<file path="config.mk">
export PLATFORM = sky130hd
export DESIGN_NAME = ps2_mouse_pkt_ctrl
export DESIGN_NICKNAME = d
export VERILOG_FILES = /design/src/rtl/ps2_mouse_pkt_ctrl.sv
export SDC_FILE = /design/constraint.sdc
export NUM_CORES = 1
export LEC_CHECK = 0
export CORE_MARGIN = 2
export CORE_UTILIZATION = 51
export DETAILED_ROUTE_END_ITERATION = 7
export PLACE_DENSITY = 0.82
export SLEW_MARGIN = 20
export SYNTH_ARGS = -nofsm -noshare
export SYNTH_HDL_FRONTEND = slang
export SYNTH_SLANG_ARGS = --single-unit
export TNS_END_PERCENT = 5
</file>
<file path="constraint.sdc">
create_clock -name clk -period 4.56 [get_ports clk]
set_clock_uncertainty 0.1 [all_clocks]
set_input_delay 1.14 -clock clk [delete_from_list [all_inputs] [get_ports clk]]
set_output_delay 1.14 -clock clk [all_outputs]
set_load 0.005 [all_outputs]
</file>
<file path="src/rtl/ps2_mouse_pkt_ctrl.sv">
// PS/2 mouse packet framer: turns the received byte stream into 3-byte
// packets and decodes them into buttons, signed motion and overflow.
//
// Ports:
//   clk, reset      rising-edge clock, synchronous active-high reset
//   in_valid        in_byte carries a newly received byte this cycle
//   in_byte         received byte
//   out_valid       a packet is held in the output register
//   out_ready       consumer takes the held packet this cycle
//   out_bytes       {byte1, byte2, byte3} of the held packet
//   btn             {middle, right, left} buttons
//   dx, dy          signed 9-bit motion
//   ovf             either axis overflowed
//   sync_err        one-cycle pulse per framing discard or timeout
//   drop_count      saturating count of packets lost to backpressure
module ps2_mouse_pkt_ctrl #(
  parameter int TIMEOUT = 1000,
  parameter int DROP_W  = 8
) (
  input  logic              clk,
  input  logic              reset,
  input  logic              in_valid,
  input  logic [7:0]        in_byte,
  output logic              out_valid,
  input  logic              out_ready,
  output logic [23:0]       out_bytes,
  output logic [2:0]        btn,
  output logic signed [8:0] dx,
  output logic signed [8:0] dy,
  output logic              ovf,
  output logic              sync_err,
  output logic [DROP_W-1:0] drop_count
);

  localparam int CNT_W = $clog2(TIMEOUT + 1);
  localparam logic [CNT_W-1:0] CNT_LAST = CNT_W'(TIMEOUT - 1);

  typedef enum logic [1:0] {
    IDLE = 2'd0,
    B2   = 2'd1,
    B3   = 2'd2
  } state_t;

  state_t state;
  state_t state_nxt;

  logic [CNT_W-1:0] idle_cnt;
  logic [7:0]       byte1;
  logic [7:0]       byte2;

  logic mid_pkt;
  logic timeout_hit;
  logic take_b1;
  logic take_b2;
  logic pkt_done;
  logic frame_err;
  logic load;
  logic drop;
  logic xfer;

  assign mid_pkt = (state != IDLE);

  // The idle cycle that would carry the count to TIMEOUT fires the
  // timeout directly; a byte on that cycle is simply accepted instead.
  assign timeout_hit = mid_pkt && !in_valid
                    && (idle_cnt == CNT_LAST);

  // ---- state register ----
  always_ff @(posedge clk) begin
    if (reset) begin
      state <= IDLE;
    end else begin
      state <= state_nxt;
    end
  end

  // ---- next-state logic ----
  always_comb begin
    state_nxt = state;
    unique case (state)
      IDLE: begin
        if (in_valid && in_byte[3]) begin
          state_nxt = B2;
        end
      end
      B2: begin
        if (in_valid) begin
          state_nxt = B3;
        end else if (timeout_hit) begin
          state_nxt = IDLE;
        end
      end
      B3: begin
        if (in_valid || timeout_hit) begin
          state_nxt = IDLE;
        end
      end
      default: state_nxt = IDLE;
    endcase
  end

  // ---- output (control) logic ----
  always_comb begin
    take_b1   = 1'b0;
    take_b2   = 1'b0;
    pkt_done  = 1'b0;
    frame_err = 1'b0;
    unique case (state)
      IDLE: begin
        take_b1   = in_valid && in_byte[3];
        frame_err = in_valid && !in_byte[3];
      end
      B2: begin
        take_b2 = in_valid;
      end
      B3: begin
        pkt_done = in_valid;
      end
      default: begin
        take_b1 = 1'b0;
      end
    endcase
  end

  // ---- idle counter: runs only mid-packet while no byte arrives ----
  always_ff @(posedge clk) begin
    if (reset) begin
      idle_cnt <= '0;
    end else if (!mid_pkt || in_valid || timeout_hit) begin
      idle_cnt <= '0;
    end else begin
      idle_cnt <= idle_cnt + 1'b1;
    end
  end

  // ---- partial packet bytes ----
  always_ff @(posedge clk) begin
    if (reset) begin
      byte1 <= '0;
      byte2 <= '0;
    end else begin
      if (take_b1) begin
        byte1 <= in_byte;
      end
      if (take_b2) begin
        byte2 <= in_byte;
      end
    end
  end

  // ---- one-entry output register ----
  assign xfer = out_valid && out_ready;
  assign load = pkt_done && (!out_valid || out_ready);
  assign drop = pkt_done && out_valid && !out_ready;

  always_ff @(posedge clk) begin
    if (reset) begin
      out_valid <= 1'b0;
      out_bytes <= '0;
    end else begin
      if (load) begin
        out_valid <= 1'b1;
        out_bytes <= {byte1, byte2, in_byte};
      end else if (xfer) begin
        out_valid <= 1'b0;
      end
    end
  end

  always_ff @(posedge clk) begin
    if (reset) begin
      drop_count <= '0;
    end else if (drop && (drop_count != '1)) begin
      drop_count <= drop_count + 1'b1;
    end
  end

  always_ff @(posedge clk) begin
    if (reset) begin
      sync_err <= 1'b0;
    end else begin
      sync_err <= frame_err || timeout_hit;
    end
  end

  // ---- decode from the held packet ----
  assign btn = out_bytes[18:16];
  assign dx  = {out_bytes[20], out_bytes[15:8]};
  assign dy  = {out_bytes[21], out_bytes[7:0]};
  assign ovf = out_bytes[23] | out_bytes[22];

endmodule

</file>
==> flow_metrics.tcl <==
set metrics [dict create \
    cts_hold_buffers 0 \
    cts.clk_slew.worst_paths_ns 0.06 \
    drv_cap 0 \
    fin_crit_sh_pct 61.4 \
    grt_pass1_wl_um 8230 \
    die_y_um 74.7 \
    synth_area_per_cell_um2 8.54 \
    relSlewSlack_pct 36.0 \
    nets 356 \
    final_cell_mix "71 x nand2_1, 66 x clkdlybuf4s50_1, 62 x dfxtp_1, 35 x a21oi_1, 28 x nor2_1" \
    period_needed_ns 2.80 \
    p_per_area_nw_per_um2 328 \
    grt_max_degree 56 \
    start_util_pct 53.6 \
    hold_viol_final 0 \
    worstSetupPathType "in2reg" \
    ant_nets 0 \
    synth_cells 298 \
    cts_inserted_buffers 9 \
    postSynth.asyncResetShare_pct 0 \
    p_leak_nw 1.18 \
    wl_um 5220 \
    core_area_um2 4750 \
    worstPathArrival_ns 2.87 \
    finalNonFillerCells 414 \
    clock_latency_ns 0.33 \
    die_w_um 74.7 \
    grtUsageMet2_pct 32.8 \
    yosysWarnings 0 \
    viasPerCell 5.06 \
    synth-edff-count 0 \
    gp_congestion 0.761 \
    top_usage_layer "met2" \
    cts_max_level 3 \
    met3_usage_pct 5.49 \
    dp_hpwl_um 3480 \
    synth_area_um2 2550 \
    grt_pass1_vias 1844 \
    met1_usage_pct 24.2 \
    cts_num_sinks 62 \
    overflow 0 \
    min_path_type "reg2reg" \
    ys_seq_elements 62 \
    die-area_um2 5570 \
    layout_commonest_cell "nand2_1" \
    clockBufferDepth 2 \
    grtUsageTotal_pct 19.8 \
    area_growth_pct 28.5 \
    num_io_pins 68 \
    critPathMaxFanout 24 \
    io_buffer_count 67 \
    postCtsSetupBuffers 0 \
    dp_cells 398 \
    vdd_drop_max_mv 0.237 \
    critPathLaunchType "input port" \
    final_layout_size_suffix_gt1_share_pct 6.63 \
    drt_iter0_drc 101 \
    synth-seq-area-share_pct 48.7 \
    synth_cell_types 35 \
    status "finished, final reports clean" \
    wl_per_cell_um 12.6 \
    finalSetupTns_ns 0 \
    fillCellCount 421 \
    cp-end-kind "register" \
    root_buffer "clkbuf_8" \
    slew_violations 0 \
    worst_slew_pin_slew_ns 0.959 \
    num_vias 2095 \
    fp-row-count 25 \
    finalSetupViolCount 0 \
    drc_errors 0 \
    cts_tree "built" \
    n_antenna_cell 0 \
    crit_required_ns 4.63 \
    antenna_found_initial 0 \
    rsz0062_at_grt "false" \
    fmaxAchievable_mhz 357 \
    synth_flop_cell "dfxtp_1" \
    syn-num-nets 312 \
    cts_resized 0 \
    first_pass_iters 4 \
]
-- logic make-up (layout without fill, tap and decap cells) --
kind of cell / after synthesis / after routing / synth area share (%)
AO/OA/AOI/OAI: 44 / 44 / 9.98
XOR/XNOR: 11 / 11 / 3.78
adder cells (fa/ha/maj): 2 / 2 / 0.983
buffers and inverters: 39 / 88 / 9.68
flip-flops: 62 / 62 / 48.7
multiplexers: 9 / 9 / 3.54
AND/OR/NAND/NOR: 131 / 131 / 23.3
-- cells in the mapped netlist, types with 2 or more instances --
cell type  count  area, µm²
buf_2          5       25.0
nor3_1         4       20.0
buf_6          2       22.5
xnor2_1        6       52.6
nand3b_1       2       15.0
buf_4         21        158
or4_1          3       22.5
o32ai_1        2       17.5
nor2_1        28        105
nor2b_1        2       12.5
nand2_1       71        267
nand2b_1       2       12.5
a21oi_1       35        175
xor2_1         5       43.8
mux2i_1        9       90.1
inv_1          4       15.0
dfxtp_1       62       1240
o2111ai_1      2       17.5
clkbuf_1       7       26.3
o21ai_0        3       15.0
ha_1           2       25.0
nand3_1        8       40.0
-- stage by stage --
stage               util (%)  area (µm²)  worst slack (ns)  power [mW]  hold slack (ns)
CTS                     68.8        3270              1.76        1.08            0.353
floorplan                  -        2550              2.31       0.589            0.317
global route            68.8        3270              1.65        1.11            0.361
global placement        64.6        3070              1.52       0.605            0.331
finish                  68.8        3270              1.76        1.07            0.350
detailed placement      64.6        3070              1.46       0.606            0.341
-- metal layers --
layer | part of all wire, % | vias to the layer above
li1 | - | 1051
met4 | 1.6 | 0
met5 | 0 | -
met1 | 45 | 967
met2 | 49 | 70
met3 | 5.1 | 7
-- where the power goes --
part | internal (mW) | switching (mW)
clock network | 0.280 | 0.199
logic | 0.0182 | 0.0235
registers | 0.549 | 0.00417
-- worst max-delay path: stages --
cell,delay [ns]
clkdlybuf4s50_1,0.61
and3b_2,0.28
nand2_1,0.48
nand2_1,0.24
a21oi_1,0.10
-- flip-flops by register name, indices dropped and copies added, names as in the netlist --
| name | flops |
|---|---|
| byte1 | 8 |
| byte2 | 8 |
| drop_count | 8 |
| idle_cnt | 10 |
| out_bytes | 24 |
| out_valid | 1 |
| state | 2 |
| sync_err | 1 |
-- layout make-up --
type	count	area (µm²)	share of cell area, %
timing repair buffer	68	673	20.6
inverter	4	15.0	0.459
sequential	62	1240	37.9
tap	67	83.8	2.56
clock inverter	4	45.0	1.38
multi-input combinational	197	1060	32.4
clock buffer	12	155	4.74
-- path summary, 6_finish.rpt --
kind / start / endpoint / slack (ns) / depth (start not counted)
hold reg to reg: idle_cnt[0] / idle_cnt[0] / 0.35 / 1
setup reg to reg: state[0] / out_bytes[19] / 2.73 / 4
setup / recovery: in_valid / out_bytes[19] / 1.76 / 5
hold / removal: idle_cnt[0] / idle_cnt[0] / 0.35 / 1
No activity file was read; power rests on OpenSTA's default activity.
